File: config.mk
export PLATFORM = sky130hd
export DESIGN_NAME = load_store_unit
export DESIGN_NICKNAME = d
export VERILOG_FILES = /design/src/rtl/load_store_unit.sv
export SDC_FILE = /design/constraint.sdc
export NUM_CORES = 1
export LEC_CHECK = 0
export CORE_MARGIN = 2
export CORE_UTILIZATION = 40
export DETAILED_ROUTE_END_ITERATION = 10
export GPL_ROUTABILITY_DRIVEN = 0
export PLACE_DENSITY = 0.72
export SETUP_SLACK_MARGIN = 0.05
export SYNTH_ARGS = -nofsm -noshare
export SYNTH_HDL_FRONTEND = slang
export SYNTH_SLANG_ARGS = --single-unit
File: constraint.sdc
create_clock -name clk_i -period 2.1 [get_ports clk_i]
set_clock_uncertainty 0.05 [all_clocks]
set_input_delay 0.42 -clock clk_i [delete_from_list [all_inputs] [get_ports clk_i]]
set_output_delay 0.42 -clock clk_i [all_outputs]
set_load 0.03 [all_outputs]
File: src/rtl/load_store_unit.sv
// load_store_unit: serialises RISC-V loads/stores into single-byte memory transactions
module load_store_unit #(
  parameter int ADDR_W = 8
) (
  input  logic              clk_i,
  input  logic              rst_ni,
  input  logic              req_valid_i,
  output logic              req_ready_o,
  input  logic              req_store_i,
  input  logic [2:0]        req_func3_i,
  input  logic [ADDR_W-1:0] req_addr_i,
  input  logic [31:0]       req_wdata_i,
  output logic              resp_valid_o,
  input  logic              resp_ready_i,
  output logic [31:0]       resp_rdata_o,
  output logic              mem_req_o,
  output logic              mem_we_o,
  output logic [ADDR_W-1:0] mem_addr_o,
  output logic [7:0]        mem_wdata_o,
  input  logic              mem_ack_i,
  input  logic [7:0]        mem_rdata_i
);
  typedef enum logic [1:0] {IDLE, ACCESS, DONE} state_e;
  state_e            state_q, state_d;
  logic              store_q, store_d;
  logic [2:0]        func3_q, func3_d;
  logic [ADDR_W-1:0] addr_q, addr_d;
  logic [31:0]       wdata_q, wdata_d, data_q, data_d;
  logic [1:0]        k_q, k_d;
  logic [1:0]        last_k;
  logic              uns;
  logic [31:0]       ext;
  assign last_k = func3_q[1:0] == 2'b00 ? 2'd0 : func3_q[1:0] == 2'b01 ? 2'd1 : 2'd3;
  assign uns = func3_q[2] | (&func3_q[1:0]);
  assign ext = store_q ? '0 :
               func3_q[1:0] == 2'b00 ? {{24{~uns & data_q[7]}}, data_q[7:0]} :
               func3_q[1:0] == 2'b01 ? {{16{~uns & data_q[15]}}, data_q[15:0]} : data_q;
  assign req_ready_o  = state_q == IDLE;
  assign mem_req_o    = state_q == ACCESS;
  assign resp_valid_o = state_q == DONE;
  assign mem_we_o     = mem_req_o & store_q;
  assign mem_addr_o   = mem_req_o ? addr_q + ADDR_W'(k_q) : '0;
  assign mem_wdata_o  = mem_req_o ? wdata_q[{k_q, 3'b000} +: 8] : '0;
  assign resp_rdata_o = resp_valid_o ? ext : '0;
  // state and request registers; reset drops any transaction in flight
  always_ff @(posedge clk_i or negedge rst_ni) begin
    if (!rst_ni) begin
      state_q <= IDLE;
      store_q <= 1'b0;
      func3_q <= '0;
      addr_q  <= '0;
      wdata_q <= '0;
      data_q  <= '0;
      k_q     <= '0;
    end else begin
      state_q <= state_d;
      store_q <= store_d;
      func3_q <= func3_d;
      addr_q  <= addr_d;
      wdata_q <= wdata_d;
      data_q  <= data_d;
      k_q     <= k_d;
    end
  end
  // accept, step through bytes on ack, hold the response until taken
  always_comb begin
    state_d = state_q;
    store_d = store_q;
    func3_d = func3_q;
    addr_d  = addr_q;
    wdata_d = wdata_q;
    data_d  = data_q;
    k_d     = k_q;
    case (state_q)
      IDLE: if (req_valid_i) begin
        store_d = req_store_i;
        func3_d = req_func3_i;
        addr_d  = req_addr_i;
        wdata_d = req_wdata_i;
        data_d  = '0;
        k_d     = '0;
        state_d = ACCESS;
      end
      ACCESS: if (mem_ack_i) begin
        if (!store_q) data_d[{k_q, 3'b000} +: 8] = mem_rdata_i;
        k_d = k_q + 2'd1;
        if (k_q == last_k) state_d = DONE;
      end
      DONE: if (resp_ready_i) state_d = IDLE;
      default: state_d = IDLE;
    endcase
  end
endmodule

==> impl_metrics.csv <==
group,metric,value,unit
clocking,clkLatencyLatePin,0.35,ns
yosys,synthArstFlopShare,100.0,%
pwr,static-leakage-power,3.054,nW
route,dr_total_vias,3459,
timing,slew_violations,0,
timing,worst_slew_pin_slew,0.4211,ns
yosys,synth_warnings,0,
placement,place_inst,597,
run_status,violations,"negative setup slack",
yosys,synthCells,346,
yosys,yosysSeqAreaShare,47.38,%
clocking,root_buffer,"clkbuf_8",
critical_path,end_kind,"primary output",
timing,rsz0062_at_grt,"yes",
pwr,pwr-share-seq,26.5,%
clocking,cts_tree,"built",
clocking,htree_levels,3,
global_route,grtUsageTotal,22.16,%
global_route,grt-ovfl-total,0,
route,totalWireLength,12700,microns
global_route,grt_max_degree,43,
floorplanning,boundaryPins,109,
floorplanning,dieHeight,106.8,microns
pwr,intPower,5.999,mW
timing,clock.fmax,419.0,MHz
yosys,syn_nets,411,
route,detail_route.iter0.violations,154,
cells_and_area,final_area,0.006894,sq mm
cells_and_area,nets,571,
route,drtAntennaViolNets,0,
yosys,synth_top_area_cell,"dfrtp_1",
yosys,synth_seq_cells,80,
critical_path,crit_type,"flop to primary output",
yosys,synth.avg_cell_area,12.21,sq um
cells_and_area,drive_gt1_share,52.25,%
yosys,synth_most_common_cell,"dfrtp_1",
yosys,ys.flop_type,"dfrtp_1",
timing,min_period,2.387,ns
clocking,clkTransAtPathRegs,0.09,ns
timing,finalSetupViolCount,38,
critical_path,crit_fanout,3,
critical_path,required,1.63,ns
route,routed_via_density,5.346,
yosys,synth_edf_count,0,
cells_and_area,diodes,0,
route,dr.pass1.iters,4,
placement,place_hpwl,8003,microns
route,wire_per_inst,19.63,microns
route,drc,0,
critical_path,cp.arrival,1.92,ns
pwr,switching_power,4.011,mW
timing,layout_setup_ws,-0.2867,ns
clocking,cts_max_path_buffers,2,
cells_and_area,syn2layout_area_growth,63.16,%
floorplanning,placementRows,37,
placement,port_buffers,108,
yosys,synth_common_cells,"80 x dfrtp_1, 40 x mux2_4, 20 x o21ai_0",
yosys,synth_area_leaders,"dfrtp_1 47%, mux2_4 14%, mux4_2 4.3%, o2bb2ai_1 3.3%, and2_1 2.8%",
worst_hold_path,min_path_type,"flop to flop",
global_route,grt_pass1_vias,3641,
pwr,vdd_drop_max,0.8502,mV
timing,hold_viol,0,
placement,placed_area,0.005784,sq mm
critical_path,critPathLaunchType,"flop",
pwr,swShare,40.07,%
run_status,status,"finished, violations left",
timing,slew_headroom,71.63,%
pwr,pwr-share-clk,11.6,%
floorplanning,core,0.01028,sq mm
global_route,grt_antenna_before_repair,0,
clocking,cts_sinks,80,
timing,period_share,113.7,%
global_route,grt_pass1_wl,19590,microns
cells_and_area,final_cells,647,
clocking,cts_made_buffers,9,
floorplanning,dieArea,0.01140,sq mm
pwr,combPwrFrac,61.9,%
yosys,ys_types,41,
yosys,syn_area,0.004225,sq mm
run,cap_violations,0,
yosys,synth_top_area_share,47.38,%
floorplanning,start_util,41.11,%
pwr,power.density,1452,mW/mm^2
floorplanning,die_w,106.8,microns
==> layer usage <==
layer / global-route usage, % / part of all wire, % / routed length, microns / up-vias
met1: 29.29 / 44 / 5530 / 1742
met3: 5.897 / 4.9 / 626 / 28
li1: - / - / - / 1584
met4: 4.545 / 1.8 / 231 / 0
met5: 0 / 0 / 0 / -
met2: 36.85 / 50 / 6312 / 105
==> registers in the layout, indices dropped and copies added (netlist names) <==
signal	cells
k_q	2
data_q	32
store_q	1
addr_q	8
func3_q	3
state_q	2
wdata_q	32
==> final cells by class <==
cell class              count  area [sq um]
fillers                   743          3383
multi-input cells         234          2524
flip-flops and latches     80          2007
repair buffers            173          1957
well taps                 136         170.2
clock buffers              12         145.1
clock inverters             4         51.30
inverters                   8         40.04
==> placed cells by master, fill, tap and decap left out, drive strengths merged, types with 4 or more instances in the layout <==
master           n
a21oi           14
a22o             8
and2            19
buf            112
clkbuf          16
clkdlybuf4s50   55
dfrtp           80
ha               7
inv              9
mux2            45
mux4             8
nand2           12
nand2b           4
nand3            6
nand4            4
nor2             6
nor2b           17
nor3            16
o211ai           8
o21ai           20
o2bb2ai         16
==> cells by family (layout without fill, tap and decap cells) <==
| family | after synthesis | in the layout | share of synthesized area [%] |
|---|---|---|---|
| simple gates | 96 | 96 | 13.35 |
| flops | 80 | 80 | 47.38 |
| compound gates | 74 | 74 | 12.08 |
| mux | 53 | 53 | 19.81 |
| buf+inv | 32 | 197 | 4.205 |
| fa+ha+maj | 8 | 8 | 2.547 |
| xor+xnor | 3 | 3 | 0.6220 |
==> worst paths after layout <==
| path | start | end | slack (ns) | depth (start not counted) |
|---|---|---|---|---|
| setup / recovery | k_q[0] | mem_addr_o[6] | -0.29 | 7 |
| hold / removal | data_q[21] | data_q[21] | 0.45 | 1 |
| setup reg to reg | k_q[0] | data_q[19] | 0.09 | 10 |
| hold reg to reg | data_q[21] | data_q[21] | 0.45 | 1 |
| max in group asynchronous | rst_ni | func3_q[0] | 0.94 | 3 |
| min in group asynchronous | rst_ni | wdata_q[0] | 0.46 | 2 |
==> what timing repair did <==
item,CTS,global route
hold buffers,1,0
pin swaps,31,23
gates cloned,4,4
buffers inserted,17,11
hold endpoints to repair,19,0
setup endpoints to repair,53,102
gates resized for setup,144,53
==> power groups by stage <==
stage	clock network, mW	registers, mW	logic, mW
after global routing	1.24	2.72	6.52
after global placement	0	2.58	4.69
final	1.16	2.65	6.20
after floorplan	0	2.44	3.32
after detailed placement	0	2.61	4.83
after CTS	1.17	2.61	5.71
==> per-stage QoR <==
| stage | TNS, ns | setup WS (ns) | power, mW | hold WS (ns) | util [%] |
|---|---|---|---|---|---|
| final | -6.491 | -0.2867 | 10.01 | 0.4482 | 67.08 |
| after global routing | -9.197 | -0.3556 | 10.48 | 0.4626 | 67.08 |
| after CTS | -5.999 | -0.3098 | 9.497 | 0.4431 | 64.33 |
| after detailed placement | -1.321 | -0.1734 | 7.437 | 0.2865 | 56.28 |
| after global placement | -1.080 | -0.1501 | 7.272 | 0.2827 | 56.28 |
| after floorplan | -0.9399 | -0.06532 | 5.767 | 0.07441 | - |
==> worst max-delay path: stages, from the launching register on <==
cell and delay [ns]:
dfrtp_1 0.37, buf_6 0.11, ha_4 0.14, fa_2 0.26, nand2_2 0.07, or3_4 0.33
a21oi_2 0.15, buf_6 0.14
Power figures use the tool's default switching activity.
==> patch 1, RTL diff (same settings) <==
Change the parameter `ADDR_W` from 8 to 7.
--- a/src/rtl/load_store_unit.sv
+++ b/src/rtl/load_store_unit.sv
@@ -1,6 +1,6 @@
 // load_store_unit: serialises RISC-V loads/stores into single-byte memory transactions
 module load_store_unit #(
-  parameter int ADDR_W = 8
+  parameter int ADDR_W = 7
 ) (
   input  logic              clk_i,
   input  logic              rst_ni,
Interface: changed (resized mem_addr_o and req_addr_i); port bits go from 109 to 107. The function was not compared with the original's and may differ.
==> patch 1 against the original RTL <==
The flow still finishes with violations (negative setup slack). First-iteration DRC count up 58%. Wire length fell by 13%. Total power down 9.0%. Sequential cell count fell by 1. Design area down 10%. Hold slack improved by 2.1 ps. Area after synthesis is 5.5% lower. Sequential share of layout area increased by 2.9 points. Sequential power decreased by 4%. Setup slack got worse by 27 ps.
==> patch 1: results (changes against the original RTL) <==
STA
  • Relative slew slack: 0.764 (+0.0482)
  • TNS Setup: -4450 ps (+2040 ps)
  • Final worst setup slack: -313 ps (-26.5 ps)
  • Final setup violating endpoints: 30 (-21%)

Global routing
  • Vias in the first global route: 3297 (-9.4%)
  • Met3 usage: 0.0489 (-0.0101)
  • Antenna violations before repair: 0 (unchanged)
  • Largest net degree at the start of global routing: 48 (+12%)
  • Grt met2 use: 0.327 (-0.0419)
  • First-pass GRT wire length: 17400 um (-11%)
  • GRT Total Usage: 0.205 (-0.0166)
  • Met1 Use GR: 0.275 (-0.0180)

Power and ir drop
  • Leakage: 2.65 nW (-13%)
  • Pint: 5.40 mW (-9.9%)
  • Peak VDD IR: 0.000921 V (+8.4%)

Route
  • Via density: 5.31 (-0.64%)
  • DR pass1 iterations: 4 (unchanged)
  • Routed WL: 11100 um (-13%)
  • Drt first-iter violations: 243 (+58%)
  • Routed via count: 3182 (-8.0%)

Worst hold path
  • Min-delay src: data_q[1]
  • Hold crit path type: flop to flop
  • Hold depth: 1 (unchanged)
  • Hold worst-path end: data_q[1]

Critical path
  • Worst stage delay on the critical path: 400 ps (+30 ps)
  • Worst path top cell family by delay: flip-flops
  • Critical Path Fanout Max: 3 (unchanged)
  • CP endpoint: mem_addr_o[6]
  • CP max stage cell: dfrtp_1
  • R2R Path End: data_q[10]
  • Cell count of the worst reg-to-reg path: 9 (-1)
  • Critical path data arrival time: 1940 ps (+20 ps)
  • CP Launch Type: flop
  • R2R Path Start: k_q[0]
  • CP Capture Type: primary output
  • R2r setup slk: 110 ps (+20 ps)

Placement
  • Placed insts: 564 (-5.5%)
  • HPWL Detailed: 7270 um (-9.2%)
  • Input/output buffers: 106 (-1.9%)

Logic synthesis
  • Commonest cells in the netlist: dfrtp_1, mux2_2, a22o_1, and2_1
  • Avg Inst Size Synth: 12.4 um2 (+1.2%)
  • Top cells by area, synth: dfrtp_1, mux2_2, a22o_1
  • Synth unique cells: 35 (-15%)
  • Sequential area share after synthesis: 0.495 (+0.0213)
  • Synthesis Warnings: 0 (unchanged)
  • Synth Net Count: 387 (-5.8%)
  • Ys flop type: dfrtp_1

Layout
  • Fin nets: 526 (-7.9%)
  • # diodes: 0 (unchanged)
  • Layout cells sized above 1: 0.472 (-0.0504)
  • Largest registers: data_q x32, wdata_q x32, addr_q x7
  • Layout fillers: 769 (+3.5%)

Status
  • Status: finished with violations
  • Failing checks: negative setup slack

Clocking
  • H-tree levels: 3 (unchanged)
-- patch 1: cell type report --
class / instances / share of cell area
clock buffers: 10 / 0.0206
well taps: 133 / 0.0269
flip-flops and latches: 79 / 0.320
multi-input cells: 217 / 0.367
repair buffers: 148 / 0.251
clock inverters: 5 / 0.00971
inverters: 7 / 0.00546
-- patch 1: power groups by stage --
| stage | Sequential [mW] | Combinational (mW) | Clock, mW |
|---|---|---|---|
| floorplan | 2.40 | 2.99 | 0 |
| global placement | 2.51 | 4.38 | 0 |
| detailed placement | 2.54 | 4.48 | 0 |
| CTS | 2.52 | 5.22 | 1.13 |
| global route | 2.61 | 5.81 | 1.21 |
| finish | 2.54 | 5.45 | 1.12 |
-- patch 1: cell families (layout without fill, tap and decap cells) --
family / Yosys count / after routing / synth area share
compound gates: 66 / 66 / 0.120
flops: 79 / 79 / 0.495
mux: 51 / 51 / 0.166
buf+inv: 27 / 170 / 0.0385
xor+xnor: 3 / 3 / 0.00658
fa+ha+maj: 8 / 8 / 0.0269
simple gates: 89 / 89 / 0.147
-- patch 1: repair_timing --
action                                  in CTS  in global routing
hold buffers                                 1                  0
gates resized for setup                    122                 49
buffers inserted                            12                  7
endpoints found under the setup margin      66                 68
pin swaps                                   26                  6
hold endpoints to repair                    24                  0
cloned                                       2                  1
-- patch 1: stage by stage --
stage	setup slack, ps	instance area (um2)	hold WS, ps
2_1_floorplan	-66.0	4090	74.4
3_3_place_gp	-132	5360	301
3_5_place_dp	-148	5360	307
4_1_cts	-306	5960	452
5_1_grt	-396	6190	479
6_report	-313	6190	450
-- patch 1: per-layer routing --
layer / wire (um) / part of all wire / up-vias
li1: - / - / 1455
met1: 4690 / 0.42 / 1615
met2: 5640 / 0.51 / 91
met3: 501 / 0.045 / 21
met4: 261 / 0.024 / 0
met5: 0 / 0 / -
==> patch 2, RTL diff (same flow settings) <==
Without the edit above. Make the reset (`rst_ni`) synchronous in one clocked block.
--- a/src/rtl/load_store_unit.sv
+++ b/src/rtl/load_store_unit.sv
@@ -43,7 +43,7 @@
   assign mem_wdata_o  = mem_req_o ? wdata_q[{k_q, 3'b000} +: 8] : '0;
   assign resp_rdata_o = resp_valid_o ? ext : '0;
   // state and request registers; reset drops any transaction in flight
-  always_ff @(posedge clk_i or negedge rst_ni) begin
+  always_ff @(posedge clk_i) begin
     if (!rst_ni) begin
       state_q <= IDLE;
       store_q <= 1'b0;
Formal check against the unedited RTL: differs if rst_ni is asserted again (counterexample within 4 cycles, from zero or initial values and one cycle with rst_ni low); with rst_ni held inactive, the same outputs for 4 cycles.
==> patch 2 against the original RTL <==
The flow still finishes with violations (negative setup slack). Die area is 2.1% higher. Sequential cell count stayed put. Setup slack better by 11 ps. Fmax grew 0.48%. Critical path type unchanged. Critical endpoint is now mem_addr_o[2]. Via count grew 18%. Wire length decreased by 4.6%. Count of clock-buffer cells in the layout is 3 lower. Design area is 3.8% lower. Area after synthesis rose by 2.1%. Final cell count rose by 19%. Highest routed layer unchanged.
Power is not compared: it rests on default switching activity, and its combinational part moved more than twofold at a synthesized area within 25%.
==> patch 2: results (changes against the original RTL) <==
Status
  • Status: finished with violations
  • Failing checks: negative setup slack

Global routing
  • Largest net degree at the start of global routing: 65 (+51%)
  • GRT Total Usage: 0.207 (-0.0146)
  • First-pass GRT wire length: 19200 um (-1.9%)
  • Vias in the first global route: 3922 (+7.7%)

STA
  • Final worst setup slack: -275 ps (+11.4 ps)
  • Relative slew slack: 0.721 (+0.00441)
  • Final setup violating endpoints: 27 (-29%)
  • TNS Setup: -3290 ps (+3200 ps)

Logic synthesis
  • Top cells by area, synth: dfxtp_1, nand2_1, a21boi_1
  • Cells after Synth: 505 (+46%)
  • Yosys top cell area share: 0.371 (-0.103)
  • Synth Net Count: 570 (+39%)
  • Ys async rst share: 0 (-1.00)
  • Compound-gate portion of the synthesized area: 0.160 (+0.0392)
  • Synth Area in XOR/XNOR: 0.00609 (-0.000130)
  • Commonest cells in the netlist: nand2_1, dfxtp_1, a21boi_1, nand4_1, mux2i_1
  • Ys flop type: dfxtp_1
  • Sequential area share after synthesis: 0.371 (-0.103)
  • Synth unique cells: 46 (+12%)

Placement
  • Placed inst area: 5710 um2 (-1.3%)
  • HPWL Detailed: 8070 um (+0.86%)

Route
  • DR pass1 iterations: 5 (+1)
  • Routed via count: 4066 (+18%)
  • Metal-1 WL: 5090 um (-8.0%)
  • DR WL/cell: 15.7 um (-20%)
  • WL met3: 731 um (+17%)
  • Drt first-iter violations: 189 (+23%)

Layout
  • Final cell count without fillers: 772 (+19%)
  • Layout cells sized above 1: 0.329 (-0.194)
==> patch 2: through the flow <==
stage | utilization | power (mW) | setup slack (ps)
detailed placement | 0.548 | 2.47 | -169
finish | 0.637 | 3.87 | -275
global route | 0.637 | 4.05 | -345
CTS | 0.616 | 3.86 | -321
global placement | 0.548 | 2.45 | -134
floorplan | - | 2.18 | -80.9
==> patch 2: repair_timing <==
item | 4_1_cts | 5_1_grt
buffers inserted | 17 | 4
cloned | 3 | 1
resized for setup | 119 | 56
pin swaps | 20 | 13
setup endpoints to repair | 43 | 56
hold buffers | 0 | 0
==> patch 2: worst max-delay path: stages, from the launching register on <==
cell and delay (ps):
dfxtp_2 340, buf_12 120, ha_4 150, fa_2 350, buf_6 130, buf_6 100, xnor2_2 120, nor2_1 80
buf_4 160
==> patch 2: cells by family (layout without fill, tap and decap cells) <==
logic type,after synthesis,in the layout
simple gates,231,231
compound gates,96,96
flops,80,80
buf+inv,54,185
mux,33,33
fa+ha+maj,8,8
xor+xnor,3,3
==> patch 2: layout make-up <==
type / instances / area [um2] / share of cell area
clock inverter: 7 / 103 / 0.0155
tap: 136 / 170 / 0.0256
sequential: 80 / 1620 / 0.243
inverter: 6 / 26.3 / 0.00396
timing repair buffer: 163 / 1770 / 0.267
multi-input combinational: 371 / 2820 / 0.425
clock buffer: 9 / 124 / 0.0187
==> patch 2: final timing paths <==
path | start | to | slack, ps | cells after the start
min reg2reg | wdata_q[2] | wdata_q[2] | 410 | 2
min | wdata_q[2] | wdata_q[2] | 410 | 2
max reg2reg | k_q[0] | data_q[25] | 210 | 6
max | k_q[0] | mem_addr_o[2] | -280 | 8
==> patch 2: power by group through the flow <==
stage / clock (mW) / combinational (mW) / sequential [mW]
floorplan: 0 / 0.513 / 1.66
global placement: 0 / 0.777 / 1.67
detailed placement: 0 / 0.795 / 1.68
CTS: 1.30 / 0.912 / 1.65
global route: 1.38 / 1.01 / 1.66
finish: 1.28 / 0.943 / 1.65
==> patch 2: per-layer routing <==
metal | vias up | global-route usage
li1 | 2007 | -
met1 | 1930 | 0.265
met2 | 116 | 0.351
met3 | 13 | 0.0460
met4 | 0 | 0.0540
met5 | - | 0
